==> src/rtl/emu_reset_seq_pkg.sv <==
// Shared types and helpers for the emulated-domain reset sequencer.
// Pure declarations: no logic, no latency.
// No flow control; imported by the sequencer top and its tick counter.
package emu_reset_seq_pkg;

   // Sequencer phases: all domains held, staggered releases, normal running.
   typedef enum logic [1:0] {
      ST_HOLD = 2'd0,
      ST_GAP  = 2'd1,
      ST_RUN  = 2'd2
   } seq_state_t;

   // Width needed to count up to the longer of the two durations, never below 1.
   function automatic int cnt_width(input int hold_cycles, input int gap_cycles);
      int longest;
      int w;
      longest = (hold_cycles > gap_cycles) ? hold_cycles : gap_cycles;
      w       = $clog2(longest + 1);
      return (w < 1) ? 1 : w;
   endfunction

endpackage

==> src/rtl/emu_tick_counter.sv <==
// Tick-gated up-counter that wraps to zero on reaching a programmable terminal value.
// done is combinational on the tick edge that hits terminal; cnt updates one edge later.
// No backpressure: advances only when tick is 1; clear wins over counting.
module emu_tick_counter
   import emu_reset_seq_pkg::*;
#(
   parameter int W = 1
) (
   input  logic         clk,
   input  logic         resetn,
   input  logic         tick,
   input  logic         clear,
   input  logic [W-1:0] terminal,
   output logic [W-1:0] cnt,
   output logic         done
);

   // Terminal count is reached on this tick edge.
   assign done = tick && (cnt == terminal);

   // Count model time steps; restart from zero after the terminal step or on clear.
   always_ff @(posedge clk) begin
      if (!resetn) begin
         cnt <= '0;
      end else if (clear || done) begin
         cnt <= '0;
      end else if (tick) begin
         cnt <= cnt + W'(1);
      end
   end

endmodule

==> src/rtl/emu_reset_sequencer.sv <==
// Sequences active-high resets of emulated domains: hold all, then release in index order.
// Hold/gap durations are counted in tick steps; all outputs registered (one edge after decision).
// req_valid/req_ready restart handshake is only offered in RUN; requests elsewhere are ignored.
module emu_reset_sequencer
   import emu_reset_seq_pkg::*;
#(
   parameter int NUM_DOMAINS = 4,
   parameter int HOLD_CYCLES = 20,
   parameter int GAP_CYCLES  = 4
) (
   input  logic                   clk,
   input  logic                   resetn,
   input  logic                   tick,
   input  logic                   req_valid,
   output logic                   req_ready,
   output logic                   busy,
   output logic [NUM_DOMAINS-1:0] domain_reset,
   output logic                   all_released
);

   localparam int CNT_W       = cnt_width(HOLD_CYCLES, GAP_CYCLES);
   localparam int IDX_W       = (NUM_DOMAINS > 1) ? $clog2(NUM_DOMAINS) : 1;
   localparam int HOLD_TERM_I = (HOLD_CYCLES > 0) ? HOLD_CYCLES - 1 : 0;
   localparam int GAP_TERM_I  = (GAP_CYCLES > 0) ? GAP_CYCLES - 1 : 0;
   localparam logic [CNT_W-1:0] HOLD_TERM = HOLD_TERM_I[CNT_W-1:0];
   localparam logic [CNT_W-1:0] GAP_TERM  = GAP_TERM_I[CNT_W-1:0];
   localparam logic [IDX_W-1:0] LAST_IDX  = IDX_W'(NUM_DOMAINS - 1);

   if (NUM_DOMAINS < 1) begin : g_bad_domains
      $error("emu_reset_sequencer: NUM_DOMAINS must be at least 1");
   end

   seq_state_t             state_q;
   seq_state_t             state_d;
   logic [IDX_W-1:0]       idx_q;
   logic [IDX_W-1:0]       idx_d;
   logic [NUM_DOMAINS-1:0] rst_d;
   logic [CNT_W-1:0]       terminal;
   logic [CNT_W-1:0]       cnt_unused;
   logic                   cnt_done;
   logic                   cnt_clear;
   logic                   hold_done;
   logic                   handshake;

   // The counter value itself is only of interest when probing the design.
   emu_tick_counter #(
      .W (CNT_W)
   ) u_tick_counter (
      .clk      (clk),
      .resetn   (resetn),
      .tick     (tick),
      .clear    (cnt_clear),
      .terminal (terminal),
      .cnt      (cnt_unused),
      .done     (cnt_done)
   );

   // A zero-length hold releases domain 0 on the first edge, tick or not.
   assign hold_done = (HOLD_CYCLES == 0) ? 1'b1 : cnt_done;
   assign handshake = req_valid && req_ready;
   assign terminal  = (state_q == ST_GAP) ? GAP_TERM : HOLD_TERM;

   // Next state, release index and next domain_reset image; defaults hold everything.
   always_comb begin
      state_d   = state_q;
      idx_d     = idx_q;
      rst_d     = domain_reset;
      case (state_q)
         ST_HOLD: begin
            if (hold_done) begin
               if (GAP_CYCLES == 0 || NUM_DOMAINS == 1) begin
                  // No stagger needed: everything comes out of reset together.
                  rst_d   = '0;
                  idx_d   = '0;
                  state_d = ST_RUN;
               end else begin
                  rst_d[0] = 1'b0;
                  idx_d    = IDX_W'(1);
                  state_d  = ST_GAP;
               end
            end
         end
         ST_GAP: begin
            if (cnt_done) begin
               for (int i = 0; i < NUM_DOMAINS; i++) begin
                  if (i == int'(idx_q)) begin
                     rst_d[i] = 1'b0;
                  end
               end
               if (idx_q == LAST_IDX) begin
                  idx_d   = '0;
                  state_d = ST_RUN;
               end else begin
                  idx_d = idx_q + IDX_W'(1);
               end
            end
         end
         ST_RUN: begin
            rst_d = '0;
            if (handshake) begin
               rst_d   = '1;
               idx_d   = '0;
               state_d = ST_HOLD;
            end
         end
         default: begin
            rst_d   = '1;
            idx_d   = '0;
            state_d = ST_HOLD;
         end
      endcase
      // Each phase starts its count from zero; RUN keeps the counter parked.
      cnt_clear = (state_q == ST_RUN) || (state_d != state_q);
   end

   // State register and registered outputs derived from the next state.
   always_ff @(posedge clk) begin
      if (!resetn) begin
         state_q      <= ST_HOLD;
         idx_q        <= '0;
         domain_reset <= '1;
         busy         <= 1'b1;
         req_ready    <= 1'b0;
         all_released <= 1'b0;
      end else begin
         state_q      <= state_d;
         idx_q        <= idx_d;
         domain_reset <= rst_d;
         busy         <= (state_d != ST_RUN);
         req_ready    <= (state_d == ST_RUN);
         all_released <= (state_d == ST_RUN);
      end
   end

endmodule

==> config.mk <==
export PLATFORM = sky130hd
export DESIGN_NAME = emu_reset_sequencer
export DESIGN_NICKNAME = d
export VERILOG_FILES = /design/src/rtl/emu_reset_seq_pkg.sv /design/src/rtl/emu_tick_counter.sv /design/src/rtl/emu_reset_sequencer.sv
export SDC_FILE = /design/constraint.sdc
export NUM_CORES = 1
export LEC_CHECK = 0
export CORE_UTILIZATION = 50
export CTS_CLUSTER_DIAMETER = 80
export DETAILED_ROUTE_END_ITERATION = 10
export GPL_ROUTABILITY_DRIVEN = 0
export PLACE_DENSITY = 0.85
export SYNTH_ARGS = -nofsm -noshare
export SYNTH_HDL_FRONTEND = slang
export SYNTH_SLANG_ARGS = --single-unit
==> constraint.sdc <==
create_clock -name clk -period 1.6 [get_ports clk]
set_input_delay 0.16 -clock clk [delete_from_list [all_inputs] [get_ports clk]]
set_output_delay 0.16 -clock clk [all_outputs]
set_load 0.01 [all_outputs]
=== Word level (Yosys, flattened, before mapping) ===
Index checks and enable logic that the tools add are counted.

* Add/subtract/negate cells: 2
* Eq/ne operators: 17
* Multiplexer cells: 20
* Bitwise gates (word level): 2
* Reductions and logical operators: 12

{| class="wikitable"
|+ Operator list
! cell !! number
|-
| $mux 2 || 8
|-
| $reduce_and 3->1 || 5
|-
| $ne 2x1->1 const B || 6
|-
| $pmux 2 s3 || 2
|-
| $pmux 3 s3 || 1
|-
| $mux 4 || 2
|-
| $eq 2x2->1 const B || 3
|-
| $add 5x1->5 const B || 1
|-
| $eq 5x5->1 || 1
|-
| $mux 1 || 5
|-
| $mux 5 || 1
|-
| $eq 2x2->1 const A || 2
|-
| $logic_not 2->1 || 2
|-
| $ne 2x2->1 const B || 2
|-
| $pmux 1 s3 || 1
|-
| $add 2x1->2 const B || 1
|-
| $eq 1x2->1 const A || 1
|-
| $eq 2x1->1 const B || 1
|-
| $logic_and 1x1->1 || 2
|-
| $logic_or 1x1->1 || 2
|-
| $ne 2x2->1 || 1
|-
| $not 1->1 || 2
|-
| $reduce_or 2->1 || 1
|}

* Bits in registers: 15
* Input bits: 4
* Output and inout port bits: 7
* Word-level logic and storage cells: 62

=== Logic depth before layout (Yosys ltp) ===
Gate-level depths: netlist of run 1.

* Depth after elaboration: 10
* Depth in mapped cells: 5
* Gate-level depth less buffers: 5

=== Hierarchy ===
A second synthesis of run 1 with hierarchy kept.

* Cells, all modules: 78
* Area total of the unflattened synthesis: 785.8 um^2

{| class="wikitable"
|+ Modules (own cells, without submodules)
! module !! times used !! cells each !! area an instance (um^2)
|-
| emu_reset_sequencer || 1 || 49 || 485.5
|-
| emu_tick_counter || 1 || 29 || 300.3
|}

=== Worst setup path after synthesis of run 1 ===
No wires, ideal clock.

* Kind: reg2reg
* Start point: reg u_tick_counter.cnt[0]
* End point: reg busy
* Library setup time: 0.127 ns
* Arrival time: 1.270 ns
* Required time: 1.473 ns
* Path slack: 0.204 ns
* Stages on the path, launching flop included: 6
* Buffers on the path: 1
* Clock period less this slack: 1.396 ns
* Cell sequence: dfxtp_1 ha_1 nor4bb_1 buf_4 and4_4 o211ai_1

* Longest elaborated chain between the ends: 5
* Elaborated cells between the ends (all ways): 6

{| class="wikitable"
|+ RTL lines
! item !! RTL line !! source
|-
| start: declaration || emu_tick_counter.sv:14 || <nowiki>output logic [W-1:0] cnt,</nowiki>
|-
| start signal: assignment || emu_tick_counter.sv:28 || <nowiki>cnt <= cnt + W'(1);</nowiki>
|-
| $eq 5x5->1 (*) || emu_tick_counter.sv:19 || <nowiki>assign done = tick && (cnt == terminal);</nowiki>
|-
| $logic_and 1x1->1 (*) || emu_tick_counter.sv:19 ||
|-
| $mux 2 (on tied branches) || emu_reset_sequencer.sv:84, emu_reset_sequencer.sv:70 ||
|-
| $pmux 2 s3 (*) || emu_reset_sequencer.sv:68 || <nowiki>case (state_q)</nowiki>
|-
| $ne 2x2->1 (*) || emu_reset_sequencer.sv:129 || <nowiki>busy <= (state_d != ST_RUN);</nowiki>
|-
| end signal: assignment || emu_reset_sequencer.sv:129 ||
|-
| end: declaration || emu_reset_sequencer.sv:16 || <nowiki>output logic busy,</nowiki>
|}

Mark *: on every way between the ends. The rest lies on a longest branch, timed or not.
A chain may end at the register's enable or synchronous reset.

=== Worst setup path in the final report of run 1 ===
Ends and elaborated chain as after synthesis.

==> results of run 1 <==
## logic make-up after synthesis
kind of cell	after synthesis
simple gates	25
compound gates	15
flops	15
buf+inv	8
xor+xnor	6
fa+ha+maj	5
mux	1
## registers in the layout, indices dropped and copies added, names as in the netlist
register	cells
busy	1
domain_reset	4
all_released	1
u_tick_counter.cnt	5
state_q	2
idx_q	2
## metal layers
| layer | global-route usage | routed length (um) | vias up |
|---|---|---|---|
| li1 | - | - | 299 |
| met1 | 0.2245 | 650 | 270 |
| met2 | 0.3911 | 744 | 12 |
| met3 | 0.03333 | 38 | 6 |
| met4 | 0.1500 | 40 | 0 |
| met5 | 0 | 0 | - |
## power breakdown
group	leakage, nW	total [W]	internal, W	switching (W)
sequential	0.122	0.000385	0.000380	0.00000558
clock	0.0177	0.000221	0.0000929	0.000128
combinational	0.231	0.0000435	0.0000251	0.0000184
## area by class of cell
type | instances | area, um2
clock inverters | 1 | 5.005
flip-flops and latches | 15 | 302.8
repair buffers | 16 | 142.6
well taps | 15 | 18.77
clock buffers | 3 | 22.52
fillers | 108 | 427.9
multi-input cells | 52 | 402.9
inverters | 3 | 11.26
## through the flow
| step | hold WS, ns | utilization |
|---|---|---|
| 2_1_floorplan | 0.2489 | - |
| 3_3_place_gp | 0.4595 | 0.6398 |
| 3_5_place_dp | 0.4663 | 0.6398 |
| 4_1_cts | 0.4876 | 0.6604 |
| 5_1_grt | 0.4994 | 0.6792 |
| 6_report | 0.4834 | 0.6792 |
## what timing repair did
action | in CTS | in global routing
gates resized for setup | 0 | 6
endpoints found under the setup margin | 0 | 6
hold buffers | 0 | 0
## layout by cell type, fill, tap and decap left out, types with 4 or more instances in the layout
| master | netlist | routed |
|---|---|---|
| dfxtp_1 | 15 | 13 |
| clkdlybuf4s50_1 | 0 | 10 |
| nand4_1 | 6 | 6 |
| nor2_1 | 5 | 5 |
| buf_4 | 3 | 5 |
| xor2_1 | 4 | 4 |
| ha_1 | 5 | 4 |
## worst max-delay path: stages, from the launching register on
cell      delay, ns
dfxtp_2        0.37
ha_2           0.20
nor4bb_4       0.30
buf_4          0.18
and4_4         0.24
o211ai_1       0.12
## final timing paths
kind,from,end,slack (ns),depth (start not counted)
worst max-delay path,u_tick_counter.cnt[0],busy,0.08,5
worst min-delay path,domain_reset[3],domain_reset[3],0.48,1
worst max register to register,u_tick_counter.cnt[0],busy,0.08,5
worst min register to register,domain_reset[3],domain_reset[3],0.48,1
==> results.json, run 1 <==
{
  "outcome": "completed",
  "area_growth_pct": 24.19,
  "start_util": 0.5469,
  "hold_violations": 0,
  "die-area_um2": 1616,
  "critPathArrivalTime_ns": 1.69,
  "max_cap_violations": 0,
  "synth_compound_area_frac": 0.1544,
  "cellPowerDensity_nw_per_um2": 716.7,
  "critPathCaptureType": "flip-flop",
  "layout-drive-gt1-share": 0.2000,
  "die_x_um": 40.20,
  "ys_top_cells_by_count": "15 x dfxtp_1, 6 x nand4_1, 5 x ha_1, 5 x nor2_1, 4 x xor2_1",
  "grt_max_degree": 11,
  "synth_top_cell_area_share": 0.4117,
  "synth_top_area_cell": "dfxtp_1",
  "yosysUniqueCellTypes": 25,
  "fin_ws_ns": 0.07941,
  "routed_wl_um": 1473,
  "post_cts_buffers": 0,
  "synth_seq_cells": 15,
  "dp_slack_ns": 0.03321,
  "nets": 100,
  "yosysMostFrequentCell": "dfxtp_1",
  "avgSynthCellArea_um2": 9.726,
  "final_cells": 105,
  "p_leak_nw": 0.3711,
  "drtPass1Iterations": 4,
  "synth_nets": 84,
  "post_synth_xor_area_fraction": 0.07204,
  "cts.sinks": 15,
  "antenna_left": 0,
  "relSlewSlack": 0.6789,
  "holdCritPathClass": "reg2reg",
  "cp_max_fo": 5,
  "root_buffer": "clkbuf_4",
  "synthFlopType": "dfxtp_1",
  "clkTransAtPathRegs_ns": 0.10,
  "crit_type": "reg2reg",
  "yosys_warnings": 0,
  "synthMuxAreaShare": 0.01372,
  "synth_simple_gate_area_share": 0.2024,
  "yosysSeqAreaShare": 0.4117,
  "period_needed_ns": 1.521,
  "cp_data_required_time_ns": 1.77,
  "ir_worst_vdd_mv": 0.4565,
  "routedWlPerCell_um": 14.03,
  "antenna_cells": 0,
  "portBuffers": 10,
  "cts_tree": "yes",
  "synth_area_um2": 729.5,
  "power_w": 0.0006492,
  "grt_pass1_vias": 561,
  "io-pin-count": 11,
  "die_y_um": 40.20,
  "ys_async_sr_fraction": 0,
  "clock_path_buffers": 2,
  "dpl_cell_area_um2": 853.3,
  "core_area_um2": 1334,
  "overflow": 0,
  "rsz0062_at_grt": "false",
  "finalSetupTns_ns": 0,
  "grt_pass1_wl_um": 2221,
  "synth_edf_count": 0,
  "numPlacedInstances": 100,
  "fin_area_um2": 905.9,
  "min_period_over_period": 0.9504,
  "synth_fa_ha_area_frac": 0.08576,
  "cts_buffers": 3,
  "vias": 587,
  "report.final.slew_viol_count": 0,
  "drcViolationCount": 0,
  "cts.htree.levels": 1,
  "fin_worst_skew_ns": 0.009142,
  "dp_hpwl_um": 1068,
  "clk_latency_ns": 0.29,
  "tightest_slew_ns": 0.4767,
  "antenna_found_initial": 0,
  "grtUsageTotal": 0.2159,
  "synth_top_family_by_area": "simple AND/OR/NAND/NOR gates",
  "rows": 13,
  "first_iter_violations": 13,
  "synth_cells": 75,
  "synthTopCellsByArea": "dfxtp_1 41%, ha_1 8.6%, nand4_1 5.1%",
  "cp-start-kind": "flip-flop",
  "vias_per_cell": 5.590,
  "setup_viol_count_final": 0,
  "fmax_mhz": 657.6
}
No activity file was read; power rests on OpenSTA's default activity.
==> run 2, diff against run 1 <==
--- a/config.mk
+++ b/config.mk
@@ -5,6 +5,8 @@
 export SDC_FILE = /design/constraint.sdc
 export NUM_CORES = 1
 export LEC_CHECK = 0
+export ABC_AREA = 0
+export CORE_MARGIN = 1.5
 export CORE_UTILIZATION = 50
 export CTS_CLUSTER_DIAMETER = 80
 export DETAILED_ROUTE_END_ITERATION = 10
==> results.json, run 2 (synthesized netlist as in run 1, its figures left out) <==
{
  "outcome": "completed",
  "dpl_cell_area_um2": 853.3,
  "rrSetupSlack_ns": 0.05,
  "drcViolationCount": 0,
  "fmax_mhz": 644.1,
  "grt_pass1_wl_um": 2194,
  "whs_path_depth": 1,
  "clkTransAtPathRegs_ns": 0.09,
  "fin_worst_skew_ns": 0.007585,
  "antenna_cells": 0,
  "max_cap_violations": 0,
  "period_needed_ns": 1.552,
  "vias_per_cell": 5.781,
  "antenna_found_initial": 0,
  "cts_tree": "yes",
  "p_leak_nw": 0.3693,
  "comb_power_share": 0.068,
  "rr_worst_depth": 5,
  "final_common_cell": "dfxtp_1",
  "min_period_over_period": 0.9703,
  "crit_type": "reg2reg",
  "dp_hpwl_um": 1008,
  "critPathCaptureType": "flip-flop",
  "layout-drive-gt1-share": 0.2000,
  "holdCritPathClass": "reg2reg",
  "clock_path_buffers": 2,
  "cts.htree.levels": 1,
  "worstReg2RegEnd": "domain_reset[3]",
  "largest_reg_flops": 5,
  "cp_data_required_time_ns": 1.79,
  "grt_pass1_vias": 557,
  "hold_start": "domain_reset[0]",
  "clkPwrFrac": 0.333,
  "fin_ws_ns": 0.04754,
  "r2r-start": "u_tick_counter.cnt[0]",
  "relSlewSlack": 0.7027,
  "die_y_um": 41.20,
  "hold_ws_ns": 0.4791,
  "cts_resized": 0,
  "cts.sinks": 15,
  "fin_area_um2": 912.1,
  "layout_common_cells": "13 x dfxtp_1, 10 x clkdlybuf4s50_1, 6 x nand4_1",
  "routedWlPerCell_um": 13.93,
  "setup_viol_count_final": 0,
  "cp-start-kind": "flip-flop",
  "overflow": 0,
  "grt_max_degree": 11,
  "numPlacedInstances": 100,
  "vias": 607,
  "area_growth_pct": 25.04,
  "critPathArrivalTime_ns": 1.74,
  "nets": 100,
  "portBuffers": 10,
  "p_sw_w": 0.0001450,
  "cellPowerDensity_nw_per_um2": 704.5,
  "drtPass1Iterations": 4,
  "whs_endpoint": "domain_reset[0]",
  "io-pin-count": 11,
  "ctsHoldBuffers": 0,
  "start_util": 0.5469,
  "cp_max_fo": 4,
  "first_iter_violations": 21,
  "cts_buffers": 3,
  "tightest_slew_ns": 0.4413,
  "sequentialPowerShare": 0.599,
  "dp_slack_ns": 0.08878,
  "rows": 13,
  "regMostFlops": "u_tick_counter.cnt",
  "top_regs": "u_tick_counter.cnt x5, domain_reset x4",
  "ir_worst_vdd_mv": 0.4825,
  "routed_wl_um": 1463,
  "post_cts_buffers": 0,
  "hold_violations": 0,
  "die-area_um2": 1697,
  "report.final.slew_viol_count": 0,
  "root_buffer": "clkbuf_4",
  "antenna_left": 0,
  "core_area_um2": 1334,
  "grtUsageTotal": 0.2025,
  "die_x_um": 41.20,
  "clk_latency_ns": 0.28,
  "final_cells": 105,
  "fill_cells": 104,
  "p_int_w": 0.0004977,
  "p_sw_frac": 0.2256
}
run 2: changes by cell type in the layout (fill, tap and decap cells not counted), sizes merged:
cell,delta
clkdlybuf4s15,+1
buf,-1
run 2: how the worst max path moves through the flow:
stage / to / cells past startpoint / slack (ns) / from
6_report: domain_reset[3] / 5 / 0.05 / u_tick_counter.cnt[0]
5_1_grt: domain_reset[3] / 5 / -0.03 / u_tick_counter.cnt[0]
4_1_cts: all_released / 5 / 0.07 / u_tick_counter.cnt[0]
3_5_place_dp: busy / 5 / 0.09 / tick
3_3_place_gp: state_q[1] / 5 / 0.11 / tick
2_1_floorplan: busy / 5 / 0.20 / u_tick_counter.cnt[0]
run 2: area by class of cell:
cell class	count	area, um2	share of cell area
Clock buffer	3	22.52	0.02469
Clock inverter	1	5.005	0.005487
Multi-Input combinational cell	52	402.9	0.4417
Tap cell	15	18.77	0.02058
Timing Repair Buffer	16	148.9	0.1632
Sequential cell	15	302.8	0.3320
Inverter	3	11.26	0.01235
run 2: critical path, stage by stage, from the launching register on:
cell	delay (ns)
dfxtp_2	0.36
ha_2	0.19
nor4bb_4	0.32
clkdlybuf4s15_2	0.28
nand3_1	0.08
a31o_1	0.22
run 2: stage by stage:
stage | power [W] | setup TNS (ns) | utilization
6_report | 0.0006426 | 0 | 0.6839
5_1_grt | 0.0006657 | -0.03262 | 0.6839
4_1_cts | 0.0006470 | 0 | 0.6604
3_5_place_dp | 0.0004326 | 0 | 0.6398
3_3_place_gp | 0.0004302 | 0 | 0.6398
2_1_floorplan | 0.0004140 | 0 | -
run 2: routing by layer:
metal | global-route usage | wire length, um | part of all wire | vias to the layer above
li1 | - | - | - | 297
met1 | 0.2190 | 602 | 0.41 | 288
met2 | 0.3633 | 789 | 0.54 | 20
met3 | 0.03261 | 59 | 0.040 | 2
met4 | 0.1210 | 11 | 0.0075 | 0
met5 | 0 | 0 | 0 | -
run 2: power by group through the flow:
stage | clock network (W) | registers (W) | logic [W]
floorplan | 0 | 0.000391 | 0.0000229
global placement | 0 | 0.000392 | 0.0000384
detailed placement | 0 | 0.000392 | 0.0000402
CTS | 0.000223 | 0.000384 | 0.0000405
global route | 0.000233 | 0.000386 | 0.0000465
finish | 0.000214 | 0.000385 | 0.0000435
